[config.mk]
export PLATFORM = sky130hd
export DESIGN_NAME = mem_bus_arbiter
export DESIGN_NICKNAME = d
export VERILOG_FILES = /design/src/rtl/mem_bus_arbiter_pkg.sv /design/src/rtl/mem_bus_arbiter_cnt.sv /design/src/rtl/mem_bus_arbiter.sv
export SDC_FILE = /design/constraint.sdc
export NUM_CORES = 1
export LEC_CHECK = 0
export CAP_MARGIN = 10
export CORE_MARGIN = 5
export CORE_UTILIZATION = 56
export DETAILED_ROUTE_END_ITERATION = 10
export DONT_BUFFER_PORTS = 1
export PLACE_DENSITY = 0.74
export SLEW_MARGIN = 20
export SYNTH_ARGS = -nofsm -noshare
export SYNTH_HDL_FRONTEND = slang
export SYNTH_HIERARCHICAL = 1
export SYNTH_SLANG_ARGS = --single-unit
[constraint.sdc]
create_clock -name clk -period 2 [get_ports clk]
set_input_delay 0.4 -clock clk [delete_from_list [all_inputs] [get_ports clk]]
set_output_delay 0.4 -clock clk [all_outputs]
set_load 0.005 [all_outputs]
[src/rtl/mem_bus_arbiter_pkg.sv]
// Shared types and constants for the CPU/DMA main-memory arbiter.
// Round-robin winner selection lives here so the rule is stated once.
package mem_bus_arbiter_pkg;

  typedef enum logic [1:0] {
    IDLE   = 2'd0,
    ACCESS = 2'd1,
    ACK    = 2'd2
  } arb_state_e;

  localparam logic OWN_CPU = 1'b0;
  localparam logic OWN_DMA = 1'b1;

  localparam logic [1:0] GNT_NONE = 2'b00;
  localparam logic [1:0] GNT_CPU  = 2'b01;
  localparam logic [1:0] GNT_DMA  = 2'b10;

  // On a tie the side that did not own the bus last time wins.
  function automatic logic pick_owner(input logic cpu_req_i,
                                      input logic dma_req_i,
                                      input logic last_owner_i);
    logic winner;
    if (cpu_req_i && dma_req_i) begin
      winner = ~last_owner_i;
    end else if (cpu_req_i) begin
      winner = OWN_CPU;
    end else begin
      winner = OWN_DMA;
    end
    return winner;
  endfunction

endpackage

[src/rtl/mem_bus_arbiter_cnt.sv]
// Loadable 4-bit down-counter timing how long mem_en is held per access.
// zero is combinational so the FSM can leave ACCESS on the final cycle.
module mem_lat_counter (
  input  logic       clk,
  input  logic       rst_n,
  input  logic       load,
  input  logic [3:0] load_val,
  input  logic       dec,
  output logic       zero
);

  logic [3:0] cnt_r;

  // Count register: load has priority, decrement saturates at zero.
  always_ff @(posedge clk or negedge rst_n) begin
    if (!rst_n) begin
      cnt_r <= 4'd0;
    end else if (load) begin
      cnt_r <= load_val;
    end else if (dec && (cnt_r != 4'd0)) begin
      cnt_r <= cnt_r - 4'd1;
    end else begin
      cnt_r <= cnt_r;
    end
  end

  assign zero = (cnt_r == 4'd0);

endmodule

[src/rtl/mem_bus_arbiter.sv]
// Round-robin arbiter sharing single-port main memory between the CPU
// controller and the DMA engine; all memory-side outputs are registered.
module mem_bus_arbiter
  import mem_bus_arbiter_pkg::*;
#(
  parameter int AW      = 12,
  parameter int DW      = 16,
  parameter int MEM_LAT = 2
) (
  input  logic          clk,
  input  logic          rst_n,
  input  logic          cpu_req,
  input  logic          cpu_we,
  input  logic [AW-1:0] cpu_addr,
  input  logic [DW-1:0] cpu_wdata,
  input  logic          dma_req,
  input  logic          dma_we,
  input  logic [AW-1:0] dma_addr,
  input  logic [DW-1:0] dma_wdata,
  input  logic [DW-1:0] mem_rdata,
  output logic          mem_en,
  output logic          mem_we,
  output logic [AW-1:0] mem_addr,
  output logic [DW-1:0] mem_wdata,
  output logic [DW-1:0] rdata,
  output logic          cpu_ack,
  output logic          dma_ack,
  output logic [1:0]    grant,
  output logic          wait_
);

  localparam logic [3:0] LAT_LOAD = 4'(MEM_LAT - 1);

  arb_state_e    state_r, state_nx_s;
  logic [1:0]    grant_r, grant_nx_s;
  logic          mem_en_r, mem_en_nx_s;
  logic          mem_we_r, mem_we_nx_s;
  logic [AW-1:0] mem_addr_r, mem_addr_nx_s;
  logic [DW-1:0] mem_wdata_r, mem_wdata_nx_s;
  logic [DW-1:0] rdata_r, rdata_nx_s;
  logic          cpu_ack_r, cpu_ack_nx_s;
  logic          dma_ack_r, dma_ack_nx_s;
  logic          last_owner_r, last_owner_nx_s;
  logic          winner_s;
  logic          load_s;
  logic          dec_s;
  logic          cnt_zero_s;

  mem_lat_counter u_lat_cnt (
    .clk      (clk),
    .rst_n    (rst_n),
    .load     (load_s),
    .load_val (LAT_LOAD),
    .dec      (dec_s),
    .zero     (cnt_zero_s)
  );

  // Next-state and next-output logic for the IDLE/ACCESS/ACK sequence.
  always_comb begin
    state_nx_s      = state_r;
    grant_nx_s      = grant_r;
    mem_en_nx_s     = mem_en_r;
    mem_we_nx_s     = mem_we_r;
    mem_addr_nx_s   = mem_addr_r;
    mem_wdata_nx_s  = mem_wdata_r;
    rdata_nx_s      = rdata_r;
    cpu_ack_nx_s    = 1'b0;
    dma_ack_nx_s    = 1'b0;
    last_owner_nx_s = last_owner_r;
    winner_s        = last_owner_r;
    load_s          = 1'b0;
    dec_s           = 1'b0;

    case (state_r)
      IDLE: begin
        if (cpu_req || dma_req) begin
          winner_s = pick_owner(cpu_req, dma_req, last_owner_r);
          if (winner_s == OWN_CPU) begin
            mem_we_nx_s    = cpu_we;
            mem_addr_nx_s  = cpu_addr;
            mem_wdata_nx_s = cpu_wdata;
            grant_nx_s     = GNT_CPU;
          end else begin
            mem_we_nx_s    = dma_we;
            mem_addr_nx_s  = dma_addr;
            mem_wdata_nx_s = dma_wdata;
            grant_nx_s     = GNT_DMA;
          end
          last_owner_nx_s = winner_s;
          load_s          = 1'b1;
          mem_en_nx_s     = 1'b1;
          state_nx_s      = ACCESS;
        end else begin
          state_nx_s = IDLE;
        end
      end

      ACCESS: begin
        if (cnt_zero_s) begin
          // Read data is only valid on the final enabled cycle.
          if (!mem_we_r) begin
            rdata_nx_s = mem_rdata;
          end else begin
            rdata_nx_s = rdata_r;
          end
          mem_en_nx_s  = 1'b0;
          mem_we_nx_s  = 1'b0;
          cpu_ack_nx_s = (grant_r == GNT_CPU);
          dma_ack_nx_s = (grant_r == GNT_DMA);
          state_nx_s   = ACK;
        end else begin
          dec_s      = 1'b1;
          state_nx_s = ACCESS;
        end
      end

      ACK: begin
        grant_nx_s = GNT_NONE;
        state_nx_s = IDLE;
      end

      default: begin
        grant_nx_s  = GNT_NONE;
        mem_en_nx_s = 1'b0;
        mem_we_nx_s = 1'b0;
        state_nx_s  = IDLE;
      end
    endcase
  end

  // State and registered-output update.
  always_ff @(posedge clk or negedge rst_n) begin
    if (!rst_n) begin
      state_r      <= IDLE;
      grant_r      <= GNT_NONE;
      mem_en_r     <= 1'b0;
      mem_we_r     <= 1'b0;
      mem_addr_r   <= '0;
      mem_wdata_r  <= '0;
      rdata_r      <= '0;
      cpu_ack_r    <= 1'b0;
      dma_ack_r    <= 1'b0;
      last_owner_r <= OWN_DMA;
    end else begin
      state_r      <= state_nx_s;
      grant_r      <= grant_nx_s;
      mem_en_r     <= mem_en_nx_s;
      mem_we_r     <= mem_we_nx_s;
      mem_addr_r   <= mem_addr_nx_s;
      mem_wdata_r  <= mem_wdata_nx_s;
      rdata_r      <= rdata_nx_s;
      cpu_ack_r    <= cpu_ack_nx_s;
      dma_ack_r    <= dma_ack_nx_s;
      last_owner_r <= last_owner_nx_s;
    end
  end

  assign mem_en    = mem_en_r;
  assign mem_we    = mem_we_r;
  assign mem_addr  = mem_addr_r;
  assign mem_wdata = mem_wdata_r;
  assign rdata     = rdata_r;
  assign cpu_ack   = cpu_ack_r;
  assign dma_ack   = dma_ack_r;
  assign grant     = grant_r;
  assign wait_     = cpu_req & ~cpu_ack_r;

endmodule

==> flow_summary.yaml, run 1 <==
status:
  status: "finished clean"
floorplanning:
  core_area_sq_um: 4414
  fp-row-count: 24
  die_y_um: 78.09
  dieArea_sq_um: 6098
  chipWidth_um: 78.09
  start_util_pct: 58.82
  io_pins: 129
yosys:
  yosys-top-cells-count: "dfrtp_1, inv_1, nor3_1"
  netlist_instances: 227
  synthAdderAreaFrac_pct: 0.4819
  netlist.area_leader.share_pct: 53.98
  synth_async_sr_flop_share_pct: 100.0
  synth-simple-area-share_pct: 12.63
  synthMuxAreaShare_pct: 6.940
  synth_compound_area_share_pct: 15.57
  yosys_warnings: 6
  postSynthAreaPerCell_sq_um: 11.44
  synth_top_family_by_area: "compound AO/OA/AOI/OAI gates"
  yosysMostFrequentCell: "dfrtp_1"
  synthDistinctLibCells: 37
  seq_area_frac_synth_pct: 54.99
  synthesis.area_sq_um: 2596
  synth_xor_area_share_pct: 0
  synth_area_leader_cell: "dfrtp_1"
  synth.area.top_cells: "dfrtp_1, a221o_1, mux2_2"
  synth_edf_count: 0
  synth-seq-cells: 57
  synthFlopType: "dfrtp_1"
pwr:
  leakage_nw: 1.387
  power_w: 0.005070
  power_frac_comb_pct: 32.5
  p_sw_share_pct: 34.15
  power_report.internal_total_w: 0.003338
  p_sw_w: 0.001731
  power_frac_seq_pct: 43.6
  powerDensity_nw_per_um2: 1719
  irDropWorstVdd_mv: 0.9239
  pwr-share-clk_pct: 23.8
grt:
  antenna_found_initial: 0
  grt_max_degree: 58
  overflow: 0
  grt_pass1_vias: 1773
  grt_pass1_wl_mm: 9.211
  grt_usage_pct: 19.33
drt:
  drc: 0
  drt_wl_total_mm: 6.128
  wire_per_inst_um: 20.84
  num_vias: 1789
  drtIter0Drc: 76
  dr_wl_met3_um: 496
  dr.max_layer_used: "met4"
  dr.pass1.iters: 4
  met1_length_mm: 2.474
  viasPerCell: 6.085
  route.met2.wl_mm: 3.095
  drtAntennaViolNets: 0
layout:
  multi_input_area_sq_um: 958.4
  layout-drive-gt1-share_pct: 21.49
  nets: 316
  fill_cells: 341
  synthToLayoutAreaGrowth_pct: 13.59
  final_cells: 294
  diodes: 0
  regArea_sq_um: 1428
place:
  placedCellCount: 274
  place.gp.congestion: 0.7733
  dp_hpwl_mm: 4.263
  post-place-ws_ps: -16.41
  portBuffers: 0
timing:
  final_max_slew_viol_count: 0
  period_share_pct: 95.39
  fin_crit_ps: 1908
  timing.hold.ws_ps: 217.0
  hold_violations: 0
  setup_viol: 0
  timing.fmax_mhz: 524.1
  skew_ps: 6.539
  layout_setup_ws_ps: 92.13
  setup_tns_ps: 0
critical_path:
  crit_path_start: "u_lat_cnt/cnt_r[1]$_DFFE_PN0P_"
  start_kind: "register"
  cp_top_family: "simple AND/OR/NAND/NOR gates"
  end_kind: "register"
  cp_slowest_cell: "dfrtp_1"
  reg2regPathDepth: 7
  critPathArrivalTime_ps: 2110
  reg2reg_to: "rdata[8]$_DFFE_PN0P_"
  critPathKind: "reg -> reg"
  crit_chain: "inv_1 -> ha_1 -> nor3b_4 -> nand3b_1 -> nor2_4 -> buf_12 -> mux2_2"
  cp_data_required_time_ps: 2200
  r2r-start: "u_lat_cnt/cnt_r[1]$_DFFE_PN0P_"
  critical_path_buf_inv_count: 2
  regToRegSetupSlack_ps: 90
  max_stage_delay_ps: 400
  crit_path_max_fanout: 16
worst_hold_path:
  holdPathEnd: "mem_addr[2]$_DFFE_PN0P_"
  hold_path_class: "in -> reg"
  whs_path_depth: 1
  hold_start: "cpu_addr[2]"
clock_network:
  cts_buffers: 9
  ctsRootBufferMaster: "clkbuf_8"
  cts_tree: "done"
  cts-htree-levels: 3
  clk_pin_slew_ps: 70
  worstSkewPairLatency_ps: 320
  clockBufferDepth: 2
  clock_sinks: 57
job:
  cap_violations: 0
==> power groups by stage <==
stage                     Combinational (W)  Sequential (W)  Clock [W]
final                               0.00165         0.00221    0.00121
after global routing                0.00183         0.00227    0.00129
after CTS                           0.00163         0.00222    0.00123
after detailed placement            0.00158         0.00224          0
after global placement              0.00152         0.00222          0
after floorplan                     0.00135         0.00208          0
==> stage by stage <==
stage | instance area, sq um | util, %
5_1_grt | 2949 | 66.81
3_5_place_dp | 2663 | 60.32
4_1_cts | 2934 | 66.47
2_1_floorplan | 2618 | -
6_report | 2949 | 66.81
3_3_place_gp | 2663 | 60.32
==> layout by cell type, fill, tap and decap left out, types with 2 or more instances in the layout <==
cell and instances:
a21oi_1 2, a221o_1 29, buf_12 2, buf_4 8, bufinv_16 2, clkbuf_8 11, clkinv_2 2, conb_1 4
dfrtp_1 56, inv_1 35, mux2_2 16, nand2_1 5, nand3b_1 2, nor2_1 2, nor2b_1 3, nor3_1 31
o21ai_0 4, or2_1 2
==> final cells by class <==
type	instances	share of cell area, %
Inverter	35	4.455
Timing Repair Buffer	12	4.667
Multi-Input combinational cell	122	32.50
Clock buffer	11	5.134
Sequential cell	57	48.41
Tap cell	52	2.206
Clock inverter	5	2.630
==> cells by family after synthesis <==
group | after synthesis
flops | 57
simple gates | 56
buf+inv | 50
compound gates | 45
mux | 16
other cells | 2
fa+ha+maj | 1
==> per-layer routing <==
| layer | GRT usage, % | vias to the layer above |
|---|---|---|
| li1 | - | 826 |
| met1 | 24.68 | 884 |
| met2 | 30.96 | 72 |
| met3 | 6.178 | 7 |
| met4 | 6.926 | 0 |
| met5 | 0 | - |
==> repair_timing <==
action,4_1_cts,5_1_grt
setup endpoints to repair,2,18
endpoints found under the hold margin,57,0
hold buffers,2,0
pin swaps,0,1
buffers inserted,0,2
gates resized for setup,1,0
==> worst max-delay path by stage <==
stage	end	cells past startpoint
floorplan	rdata[0]$_DFFE_PN0P_	7
global placement	u_lat_cnt/cnt_r[1]$_DFFE_PN0P_	7
detailed placement	u_lat_cnt/cnt_r[3]$_DFFE_PN0P_	7
CTS	rdata[8]$_DFFE_PN0P_	7
global route	rdata[15]$_DFFE_PN0P_	7
finish	rdata[8]$_DFFE_PN0P_	7
==> registers in the layout, summed over array words and instances, names as in the netlist <==
register         flops
cpu_ack              1
dma_ack              1
grant                2
last_owner_r         1
mem_addr            12
mem_en               1
mem_wdata           16
mem_we               1
rdata               16
state_r              2
u_lat_cnt/cnt_r      4
No activity file was read; power rests on OpenSTA's default activity.
==> inputs of run 2 (changes only) <==
RECOVER_POWER = 50   (was default)
==> run 2 against run 1 <==
Effect of this change:
- non-clock buffer count unchanged
- sequential share of layout area increased by 0.37 points
- flip-flop and latch count unchanged
- clock power about the same
- count of clock-buffer cells in the layout unchanged
- combinational power about the same
- critical endpoint unchanged
- sequential power about the same
- final area decreased by 0.76%
- clock skew about the same
- final cell count unchanged
==> flow_summary.yaml, run 2 (synthesized netlist as in run 1, its figures left out) <==
status:
  status: "finished clean"
layout:
  nets: 316
  fin_util_pct: 66.30
  synthToLayoutAreaGrowth_pct: 12.72
  layout-drive-gt1-share_pct: 21.49
  mostFrequentLayoutCells: "dfrtp_1, inv_1, nor3_1"
  final_common_cell: "dfrtp_1"
  diodes: 0
clock_network:
  worstSkewPairLatency_ps: 320
  cts-htree-levels: 3
  cts_tree: "done"
  clockBufferDepth: 2
  clk_pin_slew_ps: 70
  cts_buffers: 9
  clock_sinks: 57
  ctsRootBufferMaster: "clkbuf_8"
grt:
  grt_pass1_wl_mm: 9.211
  grt_pass1_vias: 1773
  grt_usage_pct: 19.33
  grt_max_degree: 58
  overflow: 0
  antenna_found_initial: 0
drt:
  drtIter0Drc: 72
  dr.pass1.iters: 4
  drt_wl_total_mm: 6.166
  num_vias: 1823
  wire_per_inst_um: 20.97
  viasPerCell: 6.201
  drtAntennaViolNets: 0
  drc: 0
floorplanning:
  dieArea_sq_um: 6098
  die_y_um: 78.09
  chipWidth_um: 78.09
  start_util_pct: 58.82
  io_pins: 129
  fp-row-count: 24
  core_area_sq_um: 4414
critical_path:
  crit_path_max_fanout: 16
  r2r-start: "u_lat_cnt/cnt_r[1]$_DFFE_PN0P_"
  start_kind: "register"
  reg2reg_to: "rdata[8]$_DFFE_PN0P_"
  reg2regPathDepth: 7
  end_kind: "register"
  max_stage_delay_ps: 400
  cp_data_required_time_ps: 2200
  critPathCapture: "rdata[8]$_DFFE_PN0P_"
  regToRegSetupSlack_ps: 90
  cp_top_family: "simple AND/OR/NAND/NOR gates"
  critical_path_buf_inv_count: 2
  cp_slowest_cell: "dfrtp_1"
  critPathKind: "reg -> reg"
  critPathArrivalTime_ps: 2110
  path_depth: 7
  crit_path_start: "u_lat_cnt/cnt_r[1]$_DFFE_PN0P_"
  crit_chain: "inv_1 -> ha_1 -> nor3b_4 -> nand3b_1 -> nor2_4 -> buf_12 -> mux2_2"
timing:
  fin_crit_ps: 1906
  setup_viol: 0
  skew_ps: 6.845
  slew_headroom_pct: 18.13
  hold_violations: 0
  tightest_slew_ps: 1228
  period_share_pct: 95.30
  timing.fmax_mhz: 524.7
  final_max_slew_viol_count: 0
  layout_setup_ws_ps: 93.99
pwr:
  powerDensity_nw_per_um2: 1730
  irDropWorstVdd_mv: 0.9318
  leakage_nw: 1.378
place:
  portBuffers: 0
  dp_hpwl_mm: 4.263
  post-place-ws_ps: -16.41
  place.gp.congestion: 0.7733
worst_hold_path:
  hold_path_class: "in -> reg"
job:
  cap_violations: 0
[run 2: changes by cell type in the layout (fill, tap and decap cells not counted)]
cell and delta:
buf_2 +1, buf_16 -1
[run 2: how the worst min path moves through the flow]
stage / start / endpoint / slack, ps / cells after the start
floorplan: rst_n / cpu_ack$_DFF_PN0_ / 100 / 0
global placement: rst_n / rdata[9]$_DFFE_PN0P_ / 110 / 0
detailed placement: rst_n / rdata[9]$_DFFE_PN0P_ / 110 / 0
CTS: cpu_addr[2] / mem_addr[2]$_DFFE_PN0P_ / 210 / 1
global route: cpu_addr[1] / mem_addr[1]$_DFFE_PN0P_ / 200 / 1
finish: cpu_addr[2] / mem_addr[2]$_DFFE_PN0P_ / 220 / 1
[run 2: worst reg2reg max path, delay by kind of cell, from the launching register on]
family / cells / cell delay (ps)
buffers and inverters: 2 / 220
multiplexers: 1 / 350
flip-flops: 1 / 400
adder cells (fa/ha/maj): 1 / 200
AND/OR/NAND/NOR: 3 / 610
[run 2: layer usage]
metal  share of wire, %  wire (um)  global-route usage (%)
met3                9.4        577                   6.178
met2                 51       3115                   30.96
met4                1.0         62                   6.926
met1                 39       2411                   24.68
met5                  0          0                       0
[run 2: repair_timing]
item,CTS,global route
pin swaps,0,1
buffers inserted,0,2
hold buffers,2,0
resized for setup,1,0
endpoints found under the hold margin,57,0
setup endpoints to repair,2,18
[run 2: layout make-up]
class / count / area [sq um]
Multi-Input combinational cell: 122 / 958.4
Tap cell: 52 / 65.06
Inverter: 35 / 131.4
Clock inverter: 5 / 77.57
Sequential cell: 57 / 1428
Timing Repair Buffer: 12 / 115.1
Clock buffer: 11 / 151.4
Fill cell: 344 / 1488
[run 2: per-stage QoR]
step           instance area, sq um  cells  total power, W  hold slack [ps]  TNS, ps
2_1_floorplan                  2618    229        0.003432            104.4        0
5_1_grt                        2927    294        0.005377            204.0   -74.36
4_1_cts                        2934    292        0.005083            206.3        0
6_report                       2927    294        0.005063            217.0        0
3_5_place_dp                   2663    274        0.003815            106.0   -21.52
3_3_place_gp                   2663    274        0.003732            106.2        0
[run 2: report_power, final]
group	internal, W	total, W	switching, W
Sequential	0.00172	0.00221	0.000492
Clock	0.000765	0.00121	0.000441
Combinational	0.000850	0.00165	0.000796
Total	0.00333	0.00506	0.00173
